<file path="src/rtl/regbank_pkg.sv">
// regbank_pkg: shared widths and clear-FSM state encoding for the register bank
package regbank_pkg;
  localparam int DATA_WIDTH = 32;
  localparam int ADDR_WIDTH = 5;
  typedef enum logic {IDLE = 1'b0, CLEAR = 1'b1} state_e;
endpackage

</file>
<file path="src/rtl/regbank_if.sv">
// regbank_if: write/read/clear bus between a register bank and its user
interface regbank_if #(
  parameter int DW = regbank_pkg::DATA_WIDTH,
  parameter int AW = regbank_pkg::ADDR_WIDTH
) ();
  logic          write_enable;
  logic [AW-1:0] write_addr;
  logic [DW-1:0] data_in;
  logic          read_enable_a;
  logic          read_enable_b;
  logic [AW-1:0] read_addr_a;
  logic [AW-1:0] read_addr_b;
  logic [DW-1:0] data_out_a;
  logic [DW-1:0] data_out_b;
  logic          clear_req;
  logic          busy;
  modport master (
    output write_enable, write_addr, data_in, read_enable_a, read_enable_b,
           read_addr_a, read_addr_b, clear_req,
    input  data_out_a, data_out_b, busy
  );
  modport slave (
    input  write_enable, write_addr, data_in, read_enable_a, read_enable_b,
           read_addr_a, read_addr_b, clear_req,
    output data_out_a, data_out_b, busy
  );
endinterface

</file>
<file path="src/rtl/regbank_clear_ctrl.sv">
// regbank_clear_ctrl: walks an index over every entry, one per cycle, after a clear request
module regbank_clear_ctrl #(
  parameter int AW = regbank_pkg::ADDR_WIDTH
) (
  input  logic          clock,
  input  logic          reset_n,
  input  logic          clear_req_i,
  output logic          busy_o,
  output logic [AW-1:0] clr_idx_o,
  output logic          clr_en_o
);
  import regbank_pkg::*;
  localparam logic [AW-1:0] LAST = '1;
  state_e        state_q, state_d;
  logic [AW-1:0] idx_q, idx_d;
  always_ff @(posedge clock or negedge reset_n) begin
    if (!reset_n) begin
      state_q <= IDLE;
      idx_q   <= '0;
    end else begin
      state_q <= state_d;
      idx_q   <= idx_d;
    end
  end
  // clear_req is only looked at in IDLE, so a request mid-clear neither restarts nor extends it
  always_comb begin
    state_d   = state_q == IDLE ? (clear_req_i ? CLEAR : IDLE) : (idx_q == LAST ? IDLE : CLEAR);
    idx_d     = state_q == CLEAR ? idx_q + 1'b1 : '0;
    busy_o    = state_q == CLEAR;
    clr_en_o  = state_q == CLEAR;
    clr_idx_o = idx_q;
  end
endmodule

</file>
<file path="src/rtl/regbank_file.sv">
// regbank_file: two-read one-write register bank with write bypass, zero register and sequenced clear
module regbank_file #(
  parameter int DATA_WIDTH = regbank_pkg::DATA_WIDTH,
  parameter int ADDR_WIDTH = regbank_pkg::ADDR_WIDTH,
  parameter bit ZERO_REG   = 1'b1
) (
  input logic      clock,
  input logic      reset_n,
  regbank_if.slave bus
);
  import regbank_pkg::*;
  localparam int DEPTH = 2 ** ADDR_WIDTH;
  logic [DATA_WIDTH-1:0] mem_q [DEPTH];
  logic [DATA_WIDTH-1:0] dout_a_q, dout_a_d, dout_b_q, dout_b_d;
  logic [ADDR_WIDTH-1:0] clr_idx;
  logic                  busy, clr_en, wr, zero_a, zero_b, byp_a, byp_b;
  regbank_clear_ctrl #(.AW(ADDR_WIDTH)) u_clear_ctrl (
    .clock      (clock),
    .reset_n    (reset_n),
    .clear_req_i(bus.clear_req),
    .busy_o     (busy),
    .clr_idx_o  (clr_idx),
    .clr_en_o   (clr_en)
  );
  // zero register wins over bypass; a busy bank returns 0 for every enabled read
  always_comb begin
    wr       = bus.write_enable && !busy;
    zero_a   = ZERO_REG && bus.read_addr_a == '0;
    zero_b   = ZERO_REG && bus.read_addr_b == '0;
    byp_a    = wr && bus.write_addr == bus.read_addr_a;
    byp_b    = wr && bus.write_addr == bus.read_addr_b;
    dout_a_d = !bus.read_enable_a ? dout_a_q : (busy || zero_a) ? '0 :
               byp_a ? bus.data_in : mem_q[bus.read_addr_a];
    dout_b_d = !bus.read_enable_b ? dout_b_q : (busy || zero_b) ? '0 :
               byp_b ? bus.data_in : mem_q[bus.read_addr_b];
  end
  always_ff @(posedge clock or negedge reset_n) begin
    if (!reset_n) begin
      for (int i = 0; i < DEPTH; i++) mem_q[i] <= '0;
      dout_a_q <= '0;
      dout_b_q <= '0;
    end else begin
      if (wr && !(ZERO_REG && bus.write_addr == '0)) mem_q[bus.write_addr] <= bus.data_in;
      if (clr_en) mem_q[clr_idx] <= '0;
      dout_a_q <= dout_a_d;
      dout_b_q <= dout_b_d;
    end
  end
  assign bus.data_out_a = dout_a_q;
  assign bus.data_out_b = dout_b_q;
  assign bus.busy       = busy;
endmodule

</file>
<file path="src/flat_wrapper.sv">
// flat-port wrapper written by rule: the top's interface ports become plain ports
module regbank_file_flat import regbank_pkg::*;
#(
  parameter int DATA_WIDTH = regbank_pkg::DATA_WIDTH,
  parameter int ADDR_WIDTH = regbank_pkg::ADDR_WIDTH,
  parameter bit ZERO_REG   = 1'b1
)
  (clock, reset_n, bus_write_enable, bus_write_addr, bus_data_in, bus_read_enable_a, bus_read_enable_b, bus_read_addr_a, bus_read_addr_b, bus_clear_req, bus_data_out_a, bus_data_out_b, bus_busy);
  regbank_if bus_i ();
  input logic clock;
  input logic reset_n;
  input wire logic [$bits(bus_i.write_enable)-1:0] bus_write_enable;
  input wire logic [$bits(bus_i.write_addr)-1:0] bus_write_addr;
  input wire logic [$bits(bus_i.data_in)-1:0] bus_data_in;
  input wire logic [$bits(bus_i.read_enable_a)-1:0] bus_read_enable_a;
  input wire logic [$bits(bus_i.read_enable_b)-1:0] bus_read_enable_b;
  input wire logic [$bits(bus_i.read_addr_a)-1:0] bus_read_addr_a;
  input wire logic [$bits(bus_i.read_addr_b)-1:0] bus_read_addr_b;
  input wire logic [$bits(bus_i.clear_req)-1:0] bus_clear_req;
  output wire logic [$bits(bus_i.data_out_a)-1:0] bus_data_out_a;
  output wire logic [$bits(bus_i.data_out_b)-1:0] bus_data_out_b;
  output wire logic [$bits(bus_i.busy)-1:0] bus_busy;
  assign bus_i.write_enable = bus_write_enable;
  assign bus_i.write_addr = bus_write_addr;
  assign bus_i.data_in = bus_data_in;
  assign bus_i.read_enable_a = bus_read_enable_a;
  assign bus_i.read_enable_b = bus_read_enable_b;
  assign bus_i.read_addr_a = bus_read_addr_a;
  assign bus_i.read_addr_b = bus_read_addr_b;
  assign bus_i.clear_req = bus_clear_req;
  assign bus_data_out_a = bus_i.data_out_a;
  assign bus_data_out_b = bus_i.data_out_b;
  assign bus_busy = bus_i.busy;
  regbank_file #(.DATA_WIDTH(DATA_WIDTH), .ADDR_WIDTH(ADDR_WIDTH), .ZERO_REG(ZERO_REG)) u_core (.clock(clock), .reset_n(reset_n), .bus(bus_i));
endmodule
</file>
<file path="config.mk">
export PLATFORM = sky130hd
export DESIGN_NAME = regbank_file_flat
export DESIGN_NICKNAME = d
export VERILOG_FILES = /design/src/rtl/regbank_pkg.sv /design/src/rtl/regbank_if.sv /design/src/rtl/regbank_clear_ctrl.sv /design/src/rtl/regbank_file.sv /design/src/flat_wrapper.sv
export SDC_FILE = /design/constraint.sdc
export NUM_CORES = 2
export LEC_CHECK = 0
export ABC_AREA = 1
export BUFFER_PORTS_ARGS = -buffer_cell sky130_fd_sc_hd__buf_2
export CORE_MARGIN = 2
export CORE_UTILIZATION = 64
export CTS_CLUSTER_DIAMETER = 30
export DETAILED_ROUTE_END_ITERATION = 8
export GPL_TIMING_DRIVEN = 0
export PLACE_DENSITY = 0.8
export REMOVE_ABC_BUFFERS = 1
export SLEW_MARGIN = 25
export SYNTH_ARGS = -nofsm -noshare
export SYNTH_HDL_FRONTEND = slang
export SYNTH_SLANG_ARGS = --single-unit
</file>
<file path="constraint.sdc">
create_clock -name clock -period 2.6 [get_ports clock]
set_clock_uncertainty 0.15 [all_clocks]
set_input_delay 0.26 -clock clock [delete_from_list [all_inputs] [get_ports clock]]
set_output_delay 0.26 -clock clock [all_outputs]
set_load 0.1 [all_outputs]
</file>
==> flow_summary.json, run 1 <==
{
  "status": "did not finish",
  "stop_stage": "5_1_grt",
  "error": "[ERROR GRT-0232] Routing congestion too high. Check the congestion heatmap in the GUI.",
  "die_w_um": 325,
  "synth_cell_types": 28,
  "gr-usage-all-layers_pct": 66.2,
  "gp_congestion": 0.854,
  "start_util_pct": 64.6,
  "placed_area_um2": 68800,
  "syn_inst": 9966,
  "synth_top_cell_by_area": "dfrtp_1",
  "synth_ff_type": "dfrtp_1",
  "synth.top_cell.area_share_pct": 41.6,
  "hpwl_um": 153000,
  "io_buffers": 117,
  "synth-edff-count": 0,
  "fp-row-count": 117,
  "grt_max_degree": 131,
  "syn_area_per_cell_um2": 6.61,
  "gr-total-overflow": 101,
  "seq_area_frac_synth_pct": 41.6,
  "yosys-top-cells-area": "dfrtp_1 (42%), nand2_1 (17%), nand3_1 (8.8%), o22ai_1 (7.0%), nor2_1 (6.9%)",
  "worst_endpoint": "u_core.mem_q[413]$_DFF_PN0_/D",
  "endpoint_type": "register data pin",
  "cts_buffers": 278,
  "ys_async_sr_fraction_pct": 100,
  "syn_area_um2": 65900,
  "yosys_warnings": 0,
  "die_h_um": 325,
  "cts.sinks": 1094,
  "cts_buffer_depth": 4,
  "io_pins": 118,
  "cts_root_buf": "clkbuf_16",
  "htree_levels": 5,
  "ys_ff_latch": 1094
}
logic make-up after synthesis:
kind of cell	synth area share (%)
simple gates	34.1
fa+ha+maj	0.0950
compound gates	14.5
flops	41.6
buf+inv	9.71
xor+xnor	0.0266
cells in the mapped netlist, types with 20 or more instances:
master,n
nor3_1,134
o22ai_1,742
buf_2,196
inv_2,27
nor2_1,1216
clkinv_1,20
dfrtp_1,1094
nand3_1,1160
inv_1,702
o21ai_0,123
nand2_1,2964
buf_1,86
clkbuf_1,601
a21oi_1,855
metrics by stage:
| stage | std cells | TNS, ns | util (%) | hold slack [ns] | worst slack [ns] |
|---|---|---|---|---|---|
| after floorplan | 9081 | -2574.90 | - | -0.186 | -3.86 |
| after global placement | 10566 | - | 63.4 | 0.307 | -31.36 |
| after detailed placement | 10717 | -382.72 | 67.5 | 0.0264 | -1.29 |
| after CTS | 11294 | -0.00235 | 77.7 | 0.00853 | -0.00235 |
routing by layer:
metal,GRT overflow,track usage (%)
met5,2,29.1
met1,7,72.7
met3,4,47.8
met4,31,55.1
met2,57,81.5
repair_timing:
action / in CTS
buffers inserted: 44
resized for setup: 56
hold buffers: 45
pin swaps: 23
gates cloned: 11
endpoints found under the hold margin: 995
setup endpoints to repair: 886
==> inputs of run 2 (changes only) <==
--- a/config.mk
+++ b/config.mk
@@ -8,11 +8,10 @@
 export ABC_AREA = 1
 export BUFFER_PORTS_ARGS = -buffer_cell sky130_fd_sc_hd__buf_2
 export CORE_MARGIN = 2
-export CORE_UTILIZATION = 64
-export CTS_CLUSTER_DIAMETER = 30
+export CORE_UTILIZATION = 40
 export DETAILED_ROUTE_END_ITERATION = 8
 export GPL_TIMING_DRIVEN = 0
-export PLACE_DENSITY = 0.8
+export PLACE_DENSITY_LB_ADDON = 0.15
 export REMOVE_ABC_BUFFERS = 1
 export SLEW_MARGIN = 25
 export SYNTH_ARGS = -nofsm -noshare
==> flow_summary.json, run 2 <==
{
  "drv_cap": 0,
  "startpoint_type": "input pin",
  "clk_pin_slew_ns": 0.06,
  "yosys_warnings": 0,
  "area_growth_syn_to_layout_pct": 17.5,
  "drt-met1-wl_um": 123000,
  "critPathSlowestCell": "a21oi_2",
  "pwr-share-clk_pct": 35.3,
  "fp-row-count": 148,
  "largest_reg_flops": 1024,
  "dr.pass1.iters": 6,
  "synth-edff-count": 0,
  "yosys-top-cells-area": "dfrtp_1 (42%), nand2_1 (17%), nand3_1 (8.8%), o22ai_1 (7.0%), nor2_1 (6.9%)",
  "syn_area_um2": 65900,
  "clk_latency_ns": 0.79,
  "coreArea_um2": 163000,
  "grt_pass1_wl_um": 450000,
  "cts_root_buf": "clkbuf_16",
  "synth_ff_type": "dfrtp_1",
  "wl_met3_um": 39100,
  "io_buffers": 117,
  "vias": 72127,
  "tns_ns": -0.00979,
  "worstMarginPinSlew_ns": 1.04,
  "grt_pass1_vias": 67427,
  "antenna_found_initial": 11,
  "die_w_um": 410,
  "largest_register": "u_core.mem_q",
  "synth_top_cell_by_area": "dfrtp_1",
  "cts_buffers": 132,
  "wl_met2_um": 133000,
  "ys_ff_latch": 1094,
  "timing.final.max_slew_violations": 0,
  "rsz0062_at_grt": "false",
  "place_ws_ns": -1.63,
  "viasPerCell": 6.04,
  "combinationalPowerShare_pct": 28.9,
  "worstPathRequired_ns": 3.11,
  "die_area_um2": 168000,
  "critPathCaptureType": "flop",
  "gp_congestion": 0.791,
  "placed_area_um2": 70900,
  "seq_area_frac_synth_pct": 41.6,
  "final_cell_mix": "nand2_1 (2942), nor2_1 (1197), nand3_1 (1153)",
  "failed_checks": "negative hold slack, negative setup slack",
  "worstPathArrival_ns": 3.12,
  "wl_per_cell_um": 26.2,
  "cts_buffer_depth": 3,
  "drive_gt1_share_pct": 7.53,
  "grt_max_degree": 115,
  "io_pins": 118,
  "syn_inst": 9966,
  "drt_iter0_markers": 10596,
  "start_util_pct": 40.4,
  "top_layer": "met5",
  "status": "finished with violations",
  "synth.top_cell.area_share_pct": 41.6,
  "totalWireLength_um": 314000,
  "setup_violations": 3,
  "drc_errors": 0,
  "relSlewSlack_pct": 30.1,
  "nets": 9728,
  "gr-usage-all-layers_pct": 35.7,
  "p_sw_mw": 20.0,
  "cp_slowest_stage_delay_ns": 0.52,
  "fmax_mhz": 384,
  "yosys-top-cells-count": "nand2_1 (2964), nor2_1 (1216), nand3_1 (1160), dfrtp_1 (1094), a21oi_1 (855)",
  "fin_hold_ws_ns": -0.0858,
  "vdd_drop_max_mv": 0.802,
  "netSwitchingFraction_pct": 37.4,
  "period_share_pct": 100,
  "cts.sinks": 1094,
  "cts_tree": "done",
  "yosysMostFrequentCell": "nand2_1",
  "p_int_mw": 33.4,
  "mostFrequentLayoutCell": "nand2_1",
  "drtAntennaViolNets": 0,
  "critPathKind": "in -> reg",
  "hpwl_um": 173000,
  "die_h_um": 410,
  "leakagePower_nw": 37.6,
  "ys_async_sr_fraction_pct": 100,
  "worstPathCellList": "buf_8 -> buf_16 -> buf_16 -> o22ai_1 -> a21oi_2 -> nand3_4 -> buf_12 -> nor2_1 -> nor2_1 -> nand2_1 -> nand2_1",
  "gr-total-overflow": 0,
  "setup_ws_ns": -0.00553,
  "min_period_ns": 2.61,
  "htree_levels": 4,
  "seqPwrFrac_pct": 35.8,
  "min_path_type": "in -> async",
  "p_per_area_nw_per_um2": 689,
  "syn_area_per_cell_um2": 6.61,
  "path_max_fanout": 63,
  "hold_viol": 91,
  "final_area_um2": 77400,
  "synth_cell_types": 28
}
-- run 2: cell counts after synthesis --
Identical to the previous run, type by type.
-- run 2: timing repair --
item                       4_1_cts  5_1_grt
gates resized for setup         49       33
hold endpoints to repair      1009       10
hold buffers                    45        1
pin swaps                       29        3
gates cloned                    21       12
setup buffers                   44       17
setup endpoints to repair      989      476
-- run 2: final cells by class --
class                      count  area [um^2]
sequential                  1094        27400
inverter                     751         2960
clock inverter                26          293
tap                         2175         2720
antenna                        6         15.0
fill                       16200        85700
clock buffer                 203         3940
timing repair inverter         2         16.3
timing repair buffer         447         7340
multi-input combinational   7242        32700
-- run 2: final timing paths --
kind                                             from                        end  slack, ns  cells past startpoint
max in group asynchronous                     reset_n          u_core.mem_q[342]       0.41                      5
min reg2reg                  u_core.bus.data_out_b[4]   u_core.bus.data_out_b[4]       0.32                      2
max                                bus_read_addr_b[2]  u_core.bus.data_out_b[16]     -0.006                     11
min                                           reset_n          u_core.mem_q[572]      -0.09                      2
max reg2reg                u_core.u_clear_ctrl.busy_o          u_core.mem_q[693]       0.02                      8
min in group clock                 bus_read_addr_b[3]  u_core.bus.data_out_b[30]       0.07                      6
-- run 2: critical path: cells and delay by family --
family	cells	cell delay [ns]
buffers and inverters	4	1.26
AOI/OAI and AO/OA	2	0.67
and+or+nand+nor	5	0.65
-- run 2: per-layer routing --
| layer | vias up | track usage, % |
|---|---|---|
| met1 | 34209 | 47.5 |
| li1 | 31831 | - |
| met2 | 4965 | 53.8 |
| met4 | 14 | 18.8 |
| met5 | - | 0 |
| met3 | 1108 | 8.20 |
-- run 2: per-stage QoR --
step | utilization, % | hold WS, ns | power (mW) | cells
after detailed placement | 43.5 | 0.137 | 33.4 | 11572
after CTS | 47.1 | -0.0634 | 52.5 | 11911
after global routing | 47.4 | -0.0376 | 55.0 | 11940
final | 47.5 | -0.0858 | 53.3 | 11946
after global placement | 40.2 | 0.311 | 29.5 | 11373
after floorplan | - | -0.186 | 26.1 | 9081
-- run 2: cells by family (layout without fill, tap and decap cells) --
| group | Yosys count | count (layout) | synth area share (%) |
|---|---|---|---|
| flops | 1094 | 1094 | 41.6 |
| simple gates | 5507 | 5513 | 34.1 |
| buf+inv | 1636 | 1429 | 9.71 |
| fa+ha+maj | 5 | 5 | 0.0950 |
| other cells | 0 | 6 | 0 |
| compound gates | 1722 | 1722 | 14.5 |
| xor+xnor | 2 | 2 | 0.0266 |
-- run 2: power by group through the flow --
stage               Sequential (mW)  Combinational (mW)  Clock [mW]
detailed placement             19.3                14.0           0
floorplan                      19.7                6.42           0
CTS                            19.1                14.5        18.9
global route                   19.2                16.1        19.6
global placement               19.1                10.4           0
finish                         19.1                15.4        18.8
No activity file was read; power rests on OpenSTA's default activity.
